`config.mk`:
```
export PLATFORM = sky130hd
export DESIGN_NAME = quad2pos
export DESIGN_NICKNAME = d
export VERILOG_FILES = /design/src/rtl/quad_pkg.sv /design/src/rtl/quad_sync_filter.sv /design/src/rtl/quad2pos.sv
export SDC_FILE = /design/constraint.sdc
export NUM_CORES = 1
export LEC_CHECK = 0
export CORE_UTILIZATION = 55
export DETAILED_ROUTE_END_ITERATION = 7
export PLACE_DENSITY = 0.76
export RECOVER_POWER = 50
export SETUP_SLACK_MARGIN = 0.5
export SLEW_MARGIN = 20
export SYNTH_ARGS = -nofsm -noshare
export SYNTH_HDL_FRONTEND = slang
export SYNTH_SLANG_ARGS = --single-unit
```
`constraint.sdc`:
```
create_clock -name CLK -period 3 [get_ports CLK]
set_clock_uncertainty 0.1 [all_clocks]
set_input_delay 0.9 -clock CLK [delete_from_list [all_inputs] [get_ports CLK]]
set_output_delay 0.9 -clock CLK [all_outputs]
set_load 0.03 [all_outputs]
```
`src/rtl/quad_pkg.sv`:
```
// Quadrature phase encoding and transition classification.
// Shared with joy2quad so both sides agree on the up-count sequence order.
package quad_pkg;

  typedef enum logic [1:0] {
    Q00 = 2'b00,
    Q01 = 2'b01,
    Q11 = 2'b11,
    Q10 = 2'b10
  } quad_t;

  typedef struct packed {
    logic valid;
    logic up;
    logic illegal;
  } qdir_t;

  // Up-count successor: 00 -> 01 -> 11 -> 10 -> 00
  function automatic quad_t quad_next(input quad_t q);
    quad_t r;
    case (q)
      Q00:     r = Q01;
      Q01:     r = Q11;
      Q11:     r = Q10;
      default: r = Q00;
    endcase
    return r;
  endfunction

  function automatic qdir_t quad_dir(input quad_t prev, input quad_t nxt);
    qdir_t r;
    r.up      = (nxt == quad_next(prev));
    r.valid   = r.up || (prev == quad_next(nxt));
    r.illegal = ((prev ^ nxt) == 2'b11);
    return r;
  endfunction

endpackage

```
`src/rtl/quad_sync_filter.sv`:
```
// Two-flop synchroniser plus stability filter on the A/B pair; acc_vld pulses on each new accepted level.
// Latency: FILTER+2 cycles from first sample to acceptance; no backpressure, shorter pulses are discarded.
module quad_sync_filter #(
  parameter int FILTER = 4
) (
  input  logic       clk_sys,
  input  logic       rst_n,
  input  logic [1:0] ab_dat,
  output logic [1:0] acc_dat,
  output logic       acc_vld
);

  localparam int CW = (FILTER < 1) ? 1 : $clog2(FILTER + 1);
  localparam logic [CW-1:0] CNT_MAX = CW'(FILTER);

  logic [1:0]    s1, s2;
  logic [CW-1:0] cnt;

  always_ff @(posedge clk_sys or negedge rst_n) begin
    if (!rst_n) begin
      s1      <= 2'b00;
      s2      <= 2'b00;
      cnt     <= '0;
      acc_dat <= 2'b00;
      acc_vld <= 1'b0;
    end else begin
      s1      <= ab_dat;
      s2      <= s1;
      acc_vld <= 1'b0;
      // s2 takes a new value at this edge whenever s1 differs: restart the stability count
      if (s1 != s2)
        cnt <= '0;
      else if (cnt != CNT_MAX)
        cnt <= cnt + 1'b1;
      if ((s2 != acc_dat) && ((FILTER == 0) || (cnt == CNT_MAX))) begin
        acc_dat <= s2;
        acc_vld <= 1'b1;
      end
    end
  end

endmodule

```
`src/rtl/quad2pos.sv`:
```
// Quadrature decoder: filtered A/B x4 Gray decode into a clamped or wrapping position with activity flag.
// Latency: pin change to step/err pulse is FILTER+3 cycles; no backpressure, edges faster than FILTER+1 cycles are dropped.
module quad2pos
  import quad_pkg::*;
#(
  parameter int POS_W    = 8,
  parameter int POS_MIN  = 0,
  parameter int POS_MAX  = 255,
  parameter int POS_RST  = 128,
  parameter int WRAP     = 0,
  parameter int INVERT   = 0,
  parameter int FILTER   = 4,
  parameter int IDLE_CYC = 1200000
) (
  input  logic             CLK,
  input  logic             Reset_n,
  input  logic             enc_a,
  input  logic             enc_b,
  input  logic             clr,
  output logic [POS_W-1:0] pos,
  output logic             step,
  output logic             dir,
  output logic             limit,
  output logic             err,
  output logic             active
);

  localparam logic [POS_W-1:0] P_MIN = POS_W'(POS_MIN);
  localparam logic [POS_W-1:0] P_MAX = POS_W'(POS_MAX);
  localparam logic [POS_W-1:0] P_RST = POS_W'(POS_RST);
  localparam int               IW    = (IDLE_CYC < 1) ? 1 : $clog2(IDLE_CYC + 1);
  localparam logic [IW-1:0]    IDLE_LD = IW'(IDLE_CYC);
  localparam logic             WRAP_EN = (WRAP != 0);
  localparam logic             INV_EN  = (INVERT != 0);

  logic [1:0]       acc_dat;
  logic             acc_vld;
  quad_t            prev_ab;
  logic             primed;
  logic [IW-1:0]    idle_cnt;
  qdir_t            qd;
  logic             up;
  logic             at_bound;
  logic             do_step;
  logic [POS_W-1:0] pos_nxt;

  quad_sync_filter #(.FILTER(FILTER)) u_filt (
    .clk_sys (CLK),
    .rst_n   (Reset_n),
    .ab_dat  ({enc_a, enc_b}),
    .acc_dat (acc_dat),
    .acc_vld (acc_vld)
  );

  always_comb begin
    qd       = quad_dir(prev_ab, quad_t'(acc_dat));
    up       = qd.up ^ INV_EN;
    do_step  = acc_vld && primed && qd.valid;
    at_bound = up ? (pos == P_MAX) : (pos == P_MIN);
    pos_nxt  = pos;
    if (!at_bound)
      pos_nxt = up ? pos + 1'b1 : pos - 1'b1;
    else if (WRAP_EN)
      pos_nxt = up ? P_MIN : P_MAX;
  end

  always_ff @(posedge CLK or negedge Reset_n) begin
    if (!Reset_n) begin
      pos      <= P_RST;
      step     <= 1'b0;
      dir      <= 1'b0;
      limit    <= 1'b0;
      err      <= 1'b0;
      active   <= 1'b0;
      primed   <= 1'b0;
      prev_ab  <= Q00;
      idle_cnt <= '0;
    end else begin
      step  <= 1'b0;
      limit <= 1'b0;
      err   <= 1'b0;
      // First acceptance after reset only establishes the reference level
      if (acc_vld) begin
        prev_ab <= quad_t'(acc_dat);
        primed  <= 1'b1;
        if (primed && qd.illegal)
          err <= 1'b1;
      end
      if (do_step) begin
        step  <= 1'b1;
        dir   <= up;
        limit <= at_bound && !WRAP_EN;
      end
      if (clr)
        pos <= P_RST;
      else if (do_step)
        pos <= pos_nxt;
      if (do_step) begin
        idle_cnt <= IDLE_LD;
        active   <= 1'b1;
      end else if (idle_cnt != '0) begin
        idle_cnt <= idle_cnt - 1'b1;
        if (idle_cnt == IW'(1))
          active <= 1'b0;
      end
    end
  end

endmodule

```
==> flow_summary.ini, run 1 <==
[status]
outcome = completed

[critical_path]
crit_cells = 1
critPathKind = flip-flop to primary output
cp.required_ns = 2.00
ff2ff_setup_slack_ns = 0.60
r2r_cells = 5
endpoint_kind = primary output
path_delay_family = buffers and inverters
path_buf_inv = 1
crit_path_max_incr_delay_ns = 0.70
r2r_end = idle_cnt[15]$_DFFE_PN0P_
startpoint_type = flip-flop
worstPathCellList = clkdlybuf4s50_1
slowest_stage = clkdlybuf4s50_1
critPathArrivalTime_ns = 1.44
worst_r2r_startpoint = idle_cnt[5]$_DFFE_PN0P_
crit_path_max_fanout = 6

[detailed_routing]
vias = 1771
drt_wl_total_um = 4370
ant_nets = 0
drt_iter0_markers = 96
vias_per_cell = 5.60
drc_errors = 0
wl_per_cell_um = 13.8
firstDrtPassIters = 4

[clock_network]
clk_pin_slew_ns = 0.08
clock-sinks = 47
cts-root-buf = clkbuf_8
cts_max_level = 2
clock_latency_ns = 0.30
cts_tree = yes
numCtsBuffers = 5
clock_path_buffers = 2
holdBufCountCts = 0

[cells_and_area]
drive_gt1_share_pct = 10.5
syn_to_final_growth_pct = 14.5
antenna_cells = 0
nets = 281
utilization_pct = 67.2

[timing]
setup_violations = 0
slew-limit-headroom_pct = 25.5
tns_ns = 0
rsz0062_at_grt = true
worstMarginPinSlew_ns = 1.12
finalHoldViolCount = 0
fmax_mhz = 409
fin_crit_ns = 2.44
period_share_pct = 81.4
slew_viol_final = 0

[hold_path]
worstHoldEndpoint = u_filt.s2[0]$_DFF_PN0_
hold_class = flip-flop to flip-flop
whs_path_depth = 0
min_from = u_filt.s1[0]$_DFF_PN0_

[floorplan]
dieArea_mm2 = 0.00466
die_y_um = 68.3
start_util_pct = 58.7
pin_count = 18
fp.dieW_um = 68.3
core_mm2 = 0.00412
fp-row-count = 23

[global_routing]
antenna_found_initial = 0
grt_max_degree = 48
grt_util_all_layers_pct = 21.3
gr-total-overflow = 0
grt_pass1_vias = 1610
grt_pass1_wl_um = 7200

[logic_synthesis]
syn_nets = 255
ys.flop_type = dfrtp_1
yosys_register_bits = 47
ys_types = 39
yosys_warnings = 0
synth_cells = 239
avgSynthCellArea_um2 = 10.1
synth-edff-count = 0
seq_area_frac_synth_pct = 48.7
synth-async-reset-ratio_pct = 100
syn_area_mm2 = 0.00242

[power_and_ir_drop]
leakage_nw = 1.23
max-vdd-ir-drop_mv = 0.493
powerDensity_mw_per_mm2 = 670

[placed_design]
place.port_buffers = 17
place_congestion = 0.844
hpwl_um = 2910

[flow_run]
cap_violations = 0
## layout by cell type (no fill, tap or decap), drive strengths merged, types with 5 or more instances in the layout
master	synthesis	routed
or3	6	6
inv	10	10
dfrtp	46	46
a21oi	14	14
nand2	21	21
clkbuf	2	7
nor2	29	29
mux2i	7	7
ha	10	10
o21ai	8	8
xor2	6	6
nor3	10	10
nand3	5	5
xnor2	20	20
buf	2	6
clkdlybuf4s50	0	15
## registers in the layout, summed over array words and instances, names as in the netlist, 2 cells and up
| signal | flops |
|---|---|
| idle_cnt | 21 |
| pos | 8 |
| prev_ab | 2 |
| u_filt.acc_dat | 2 |
| u_filt.cnt | 3 |
| u_filt.s1 | 2 |
| u_filt.s2 | 2 |
## power breakdown
part / leakage (nW) / internal, mW / switching, mW / total (mW)
Sequential: 0.615 / 0.771 / 0.151 / 0.922
Combinational: 0.578 / 0.254 / 0.308 / 0.562
Clock: 0.0412 / 0.163 / 0.208 / 0.371
## layout make-up
class                   instances  area, um^2
fillers                       327        1350
clock inverters                 2        12.5
inverters                      10        37.5
flip-flops and latches         47        1180
multi-input cells             178        1200
repair buffers                 23         206
well taps                      50        62.6
clock buffers                   6        72.6
## Yosys cell counts (2+ instances only)
library cell / number / area share (%)
nor2_1: 29 / 4.5
a211oi_1: 3 / 0.93
dfrtp_1: 46 / 48
nand4_1: 4 / 1.0
nand2b_1: 4 / 1.0
or4_1: 3 / 0.93
a21oi_1: 14 / 2.9
nand2_1: 21 / 3.3
xnor2_1: 20 / 7.3
nor3_2: 2 / 0.83
a31oi_1: 2 / 0.52
nor2b_1: 3 / 0.78
a21o_1: 3 / 0.93
ha_1: 10 / 5.2
clkbuf_1: 2 / 0.31
or3_1: 6 / 1.6
nor3_1: 8 / 1.7
o21ai_0: 8 / 1.7
nor4_1: 2 / 0.52
xor2_1: 6 / 2.2
inv_1: 10 / 1.6
mux2_2: 4 / 1.9
nand3_1: 5 / 1.0
and3_1: 2 / 0.52
mux2i_1: 7 / 2.9
nor4_2: 2 / 1.0
## per-stage QoR
step	setup slack (ns)	instance area [um^2]	hold WS [ns]	total power, mW	cells
after CTS	0.540	2750	0.300	1.85	313
after global placement	0.578	2660	0.274	1.44	305
after floorplan	0.727	2420	0.273	1.33	239
after detailed placement	0.504	2660	0.281	1.46	305
final	0.558	2770	0.294	1.85	316
after global routing	0.489	2770	0.302	1.99	316
## repair_timing
| item | CTS | global route |
|---|---|---|
| gates resized for setup | 2 | 4 |
| buffers inserted | 0 | 3 |
| endpoints found under the setup margin | 2 | 3 |
| pin swaps | 0 | 2 |
## worst register-to-register path, cell delays in order (launching register included)
cell and delay (ns):
dfrtp_1 0.40, or4_4 0.59, or3_1 0.33, a211o_1 0.40
or3_1 0.34, a21oi_1 0.16
## layer usage
layer	vias up	wire [um]	GRT usage [%]
met5	-	0	0
met4	0	76	7.29
met3	9	154	5.50
met2	32	2080	34.8
met1	847	2060	27.1
li1	883	-	-
## worst max path at each step
stage	start	end	slack (ns)
after floorplan	u_filt.acc_dat[0]$_DFFE_PN0P_	pos[6]$_DFFE_PN0P_	0.73
after global placement	u_filt.acc_dat[0]$_DFFE_PN0P_	pos[6]$_DFFE_PN0P_	0.58
after detailed placement	u_filt.acc_dat[0]$_DFFE_PN0P_	pos[6]$_DFFE_PN0P_	0.50
after CTS	pos[0]$_DFFE_PN0P_	pos[0]	0.54
after global routing	idle_cnt[5]$_DFFE_PN0P_	idle_cnt[15]$_DFFE_PN0P_	0.49
final	pos[0]$_DFFE_PN0P_	pos[0]	0.56
## cell families after synthesis
| family | Yosys count | share of synthesized area [%] |
|---|---|---|
| AO/OA/AOI/OAI | 34 | 8.34 |
| XOR/XNOR | 26 | 9.43 |
| adder cells (fa/ha/maj) | 11 | 6.01 |
| buffers and inverters | 14 | 2.23 |
| flip-flops | 47 | 48.7 |
| multiplexers | 11 | 4.76 |
| AND/OR/NAND/NOR | 96 | 20.5 |
(Power assumes the default switching activity.)
==> inputs of run 2 (changes only) <==
Settings changed: CORE_UTILIZATION 55 to 52, PLACE_DENSITY 0.76 to 0.75.
Clock period 3 ns to 2.2 ns, I/O delays scaled along.
==> flow_summary.ini, run 2 (synthesized netlist as in run 1, its figures left out) <==
[status]
outcome = finished with violations
violations = negative setup slack

[global_routing]
grt_max_degree = 34
grt_pass1_wl_um = 9540
antenna_found_initial = 0
grt_pass1_vias = 2032
grt_util_all_layers_pct = 24.9
gr-total-overflow = 0

[detailed_routing]
drc_errors = 0
drt_iter0_markers = 135
wl_per_cell_um = 18.1
drt_wl_total_um = 6590
ant_nets = 0
vias = 2109
firstDrtPassIters = 4
vias_per_cell = 5.78

[placed_design]
post-place-ws_ns = -0.0275
dp.cells = 328
place.port_buffers = 17
hpwl_um = 3240
place_congestion = 0.801
place_area_mm2 = 0.00287

[clock_network]
cts_tree = yes
clock_path_buffers = 2
clk_pin_slew_ns = 0.09
cts_max_level = 2
cts-root-buf = clkbuf_8
clock_latency_ns = 0.31
holdBufCountCts = 0
numCtsBuffers = 5
clock-sinks = 47

[cells_and_area]
layout_common_cells = 41 x dfrtp_1, 33 x buf_4, 26 x buf_6
stdcell_count = 365
regMostFlops = idle_cnt
syn_to_final_growth_pct = 50.0
drive_gt1_share_pct = 47.6
nets = 328
reg_top3 = idle_cnt x21, pos x8, u_filt.cnt x3
stdcell_area_mm2 = 0.00362
num-fill-cells = 233
antenna_cells = 0
layout_commonest_cell = dfrtp_1
largest_reg_flops = 21
utilization_pct = 82.1

[critical_path]
critPathArrivalTime_ns = 2.43
crit_path_max_incr_delay_ns = 0.43
endpoint_kind = flip-flop
cp.required_ns = 2.28
critPathKind = flip-flop to flip-flop
crit_path_max_fanout = 6
worst_r2r_startpoint = u_filt.acc_dat[1]$_DFFE_PN0P_
startpoint_type = flip-flop
crit_start = u_filt.acc_dat[1]$_DFFE_PN0P_
slowest_stage = dfrtp_1
worstPathCellList = xnor2_2 -> nand2_2 -> buf_4 -> inv_2 -> fa_2 -> nor2b_4 -> o31a_1 -> o21ai_2 -> and3_1 -> o21ai_1 -> a21oi_1

[power_and_ir_drop]
pwr-share-comb_pct = 46.2
power_switching_mw = 1.38
clock_power_share_pct = 18.7
sw_frac_of_total_pct = 38.1
seq_power_share_pct = 35.1
leakage_nw = 1.61
totalPowerFinal_mw = 3.61
p_int_mw = 2.23
powerDensity_mw_per_mm2 = 995
max-vdd-ir-drop_mv = 0.578

[floorplan]
start_util_pct = 54.7
core_mm2 = 0.00441
die_y_um = 70.2
fp.dieW_um = 70.2
pin_count = 18
fp-row-count = 24
dieArea_mm2 = 0.00492

[timing]
rsz0062_at_grt = true
whs_ns = 0.301
fmax_mhz = 426
worstMarginPinSlew_ns = 0.847
slew_viol_final = 0
timing.final.ws_setup_ns = -0.150
finalHoldViolCount = 0
period_share_pct = 107
setup_violations = 8
fin_crit_ns = 2.35
slew-limit-headroom_pct = 43.5
tns_ns = -0.458

[hold_path]
hold_class = flip-flop to flip-flop
min_from = u_filt.s1[1]$_DFF_PN0_

[flow_run]
cap_violations = 0
## run 2: layout make-up
class | count | area (um^2) | share of cell area [%]
Multi-Input combinational cell | 179 | 1620 | 44.6
Timing Repair Buffer | 69 | 604 | 16.7
Clock inverter | 2 | 35.0 | 0.967
Inverter | 10 | 37.5 | 1.04
Tap cell | 52 | 65.1 | 1.79
Clock buffer | 6 | 82.6 | 2.28
Sequential cell | 47 | 1180 | 32.7
## run 2: worst max-delay path, delay by kind of cell (launching register included)
kind / cells / cell delay, ns
AND/OR/NAND/NOR: 3 / 0.47
AO/OA/AOI/OAI: 4 / 0.49
adder cells (fa/ha/maj): 1 / 0.39
buffers and inverters: 2 / 0.19
XOR/XNOR: 1 / 0.16
flip-flops: 1 / 0.43
## run 2: power groups by stage
stage	clock network, mW	registers (mW)	logic, mW
after floorplan	0	1.22	0.614
after global placement	0	1.21	0.961
after detailed placement	0	1.22	0.981
after CTS	0.675	1.23	1.34
after global routing	0.715	1.29	1.78
final	0.674	1.27	1.67
## run 2: layer usage
metal  up-vias  part of all wire [%]  track usage (%)
li1        976                     -                -
met1      1048                    43             32.7
met2        68                    50             40.6
met3        17                   5.0             5.05
met4         0                   2.0             9.78
met5         -                     0                0
## run 2: final timing paths
kind                                                to  slack, ns  depth (start not counted)
worst max-delay path                pos[6]$_DFFE_PN0P_      -0.15                         11
worst min-delay path            u_filt.s2[1]$_DFF_PN0_       0.30                          0
worst max register to register      pos[6]$_DFFE_PN0P_      -0.15                         11
worst min register to register  u_filt.s2[1]$_DFF_PN0_       0.30                          0
max in group asynchronous           pos[1]$_DFFE_PN0P_       0.35                          2
min in group asynchronous           pos[6]$_DFFE_PN0P_       0.32                          1
## run 2: repair_timing
item	in CTS	in global routing
buffers inserted	13	15
gates cloned	1	0
resized for setup	136	40
pin swaps	32	41
endpoints found under the setup margin	43	40
==> inputs of run 3 (changes only) <==
Settings changed: CELL_PAD_IN_SITES_DETAIL_PLACEMENT set to 1, CELL_PAD_IN_SITES_GLOBAL_PLACEMENT set to 2, CORE_UTILIZATION 52 to 34, PLACE_DENSITY 0.75 to not set, PLACE_DENSITY_LB_ADDON set to 0.1.
==> flow_summary.ini, run 3 (synthesized netlist as in run 1, its figures left out) <==
[status]
outcome = finished with violations
violations = negative setup slack

[power_and_ir_drop]
powerDensity_mw_per_mm2 = 967
max-vdd-ir-drop_mv = 0.676
leakage_nw = 1.61

[critical_path]
startpoint_type = flip-flop
crit_start = idle_cnt[4]$_DFFE_PN0P_
slowest_stage = or4_4
path_delay_family = simple AND/OR/NAND/NOR gates
path_buf_inv = 0
worst_r2r_startpoint = idle_cnt[4]$_DFFE_PN0P_
cp.required_ns = 2.33
critPathKind = flip-flop to flip-flop
critPathArrivalTime_ns = 2.44
worstPathCellList = or4_4 -> or3_4 -> a211o_4 -> or3_1 -> a21oi_1
crit_path_max_incr_delay_ns = 0.57
endpoint_kind = flip-flop
crit_path_max_fanout = 6

[placed_design]
hpwl_um = 4000
dp.cells = 376
place.port_buffers = 17
place_congestion = 0.735
post-place-ws_ns = -0.157

[detailed_routing]
ant_nets = 0
vias_per_cell = 4.94
met2_length_um = 3360
vias = 2039
firstDrtPassIters = 4
met1Wirelength_um = 2980
drt_wl_total_um = 6550
drt_iter0_markers = 37
routed-wl-met3_um = 115
drc_errors = 0
routed.top_layer = met4
wl_per_cell_um = 15.9

[cells_and_area]
largest_reg_flops = 21
num-fill-cells = 731
syn_to_final_growth_pct = 55.4
drive_gt1_share_pct = 48.6
layout_commonest_cell = dfrtp_1
nets = 332
layout_common_cells = 39 x dfrtp_1, 33 x buf_4, 27 x buf_6
antenna_cells = 0
stdcell_count = 413
reg_top3 = idle_cnt x21, pos x8, u_filt.cnt x3
regMostFlops = idle_cnt

[floorplan]
pin_count = 18
die_y_um = 86.3
fp.dieW_um = 86.3
core_mm2 = 0.00683
fp-row-count = 30
dieArea_mm2 = 0.00745
start_util_pct = 35.4

[clock_network]
clock_latency_ns = 0.31
cts_tree = yes
cts-root-buf = clkbuf_8
clock_path_buffers = 2
cts_max_level = 2
numCtsBuffers = 5
clk_pin_slew_ns = 0.10
clock-sinks = 47

[timing]
slew-limit-headroom_pct = 52.1
rsz0062_at_grt = true
slew_viol_final = 0
fin_crit_ns = 2.30
setup_violations = 9
worstMarginPinSlew_ns = 0.719
whs_ns = 0.191
period_share_pct = 105
timing.final.ws_setup_ns = -0.102
fmax_mhz = 434
finalHoldViolCount = 0

[global_routing]
antenna_found_initial = 0
grt_pass1_wl_um = 10500
grt_pass1_vias = 2075
gr-total-overflow = 0
grt_max_degree = 28
grt_util_all_layers_pct = 18.4

[hold_path]
hold_class = input pin to asynchronous set/reset pin

[flow_run]
cap_violations = 0
-- run 3: cell types whose count changed in the layout (fill, tap and decap cells not counted), sizes merged --
cell,before,now
clkinvlp,0,1
dlygate4sd3,2,0
buf,64,67
clkinv,1,0
inv,10,11
clkdlybuf4s50,1,3
-- run 3: stage by stage --
step	cell area, um^2	utilization (%)	TNS [ns]	total power [mW]
after global placement	2960	43.3	-0.541	2.24
after detailed placement	2960	43.3	-0.783	2.26
after CTS	3420	50.1	-0.210	3.25
after floorplan	2470	-	0	1.84
final	3750	54.9	-0.338	3.63
after global routing	3750	54.9	-1.40	3.86
-- run 3: final timing paths --
kind | slack (ns) | cells after the start | endpoint
setup / recovery | -0.10 | 5 | idle_cnt[15]$_DFFE_PN0P_
hold / removal | 0.19 | 1 | idle_cnt[19]$_DFFE_PN0P_
setup reg to reg | -0.10 | 5 | idle_cnt[15]$_DFFE_PN0P_
hold reg to reg | 0.30 | 0 | u_filt.s2[0]$_DFF_PN0_
max in group asynchronous | 0.73 | 2 | pos[0]$_DFFE_PN0P_
min in group CLK | 0.30 | 0 | u_filt.s2[0]$_DFF_PN0_
-- run 3: final cells by class --
class	instances	area, um^2	area share [%]
inverters	10	40.0	1.07
flip-flops and latches	47	1190	31.6
well taps	96	120	3.20
clock buffers	5	68.8	1.83
clock inverters	3	46.3	1.23
repair buffers	73	644	17.2
multi-input cells	179	1650	43.9
-- run 3: worst reg2reg max path: stages, from the launching register on --
cell	delay, ns
dfrtp_1	0.41
or4_4	0.57
or3_4	0.34
a211o_4	0.34
or3_1	0.33
a21oi_1	0.13
-- run 3: routing by layer --
| metal | vias to the layer above | track usage, % |
|---|---|---|
| li1 | 978 | - |
| met1 | 1033 | 24.4 |
| met2 | 19 | 31.2 |
| met3 | 9 | 3.14 |
| met4 | 0 | 5.00 |
| met5 | - | 0 |
-- run 3: where the power goes --
| group | leakage [nW] | switching [mW] | internal, mW | total [mW] |
|---|---|---|---|---|
| Clock | 0.0548 | 0.328 | 0.343 | 0.670 |
| Sequential | 0.605 | 0.191 | 1.05 | 1.24 |
| Combinational | 0.949 | 0.843 | 0.877 | 1.72 |
-- run 3: timing repair --
action / in CTS / in global routing
pin swaps: 39 / 38
setup endpoints to repair: 43 / 40
gates cloned: 1 / 0
buffers inserted: 17 / 11
hold buffers: 0 / 0
gates resized for setup: 129 / 56
hold endpoints to repair: 0 / 0
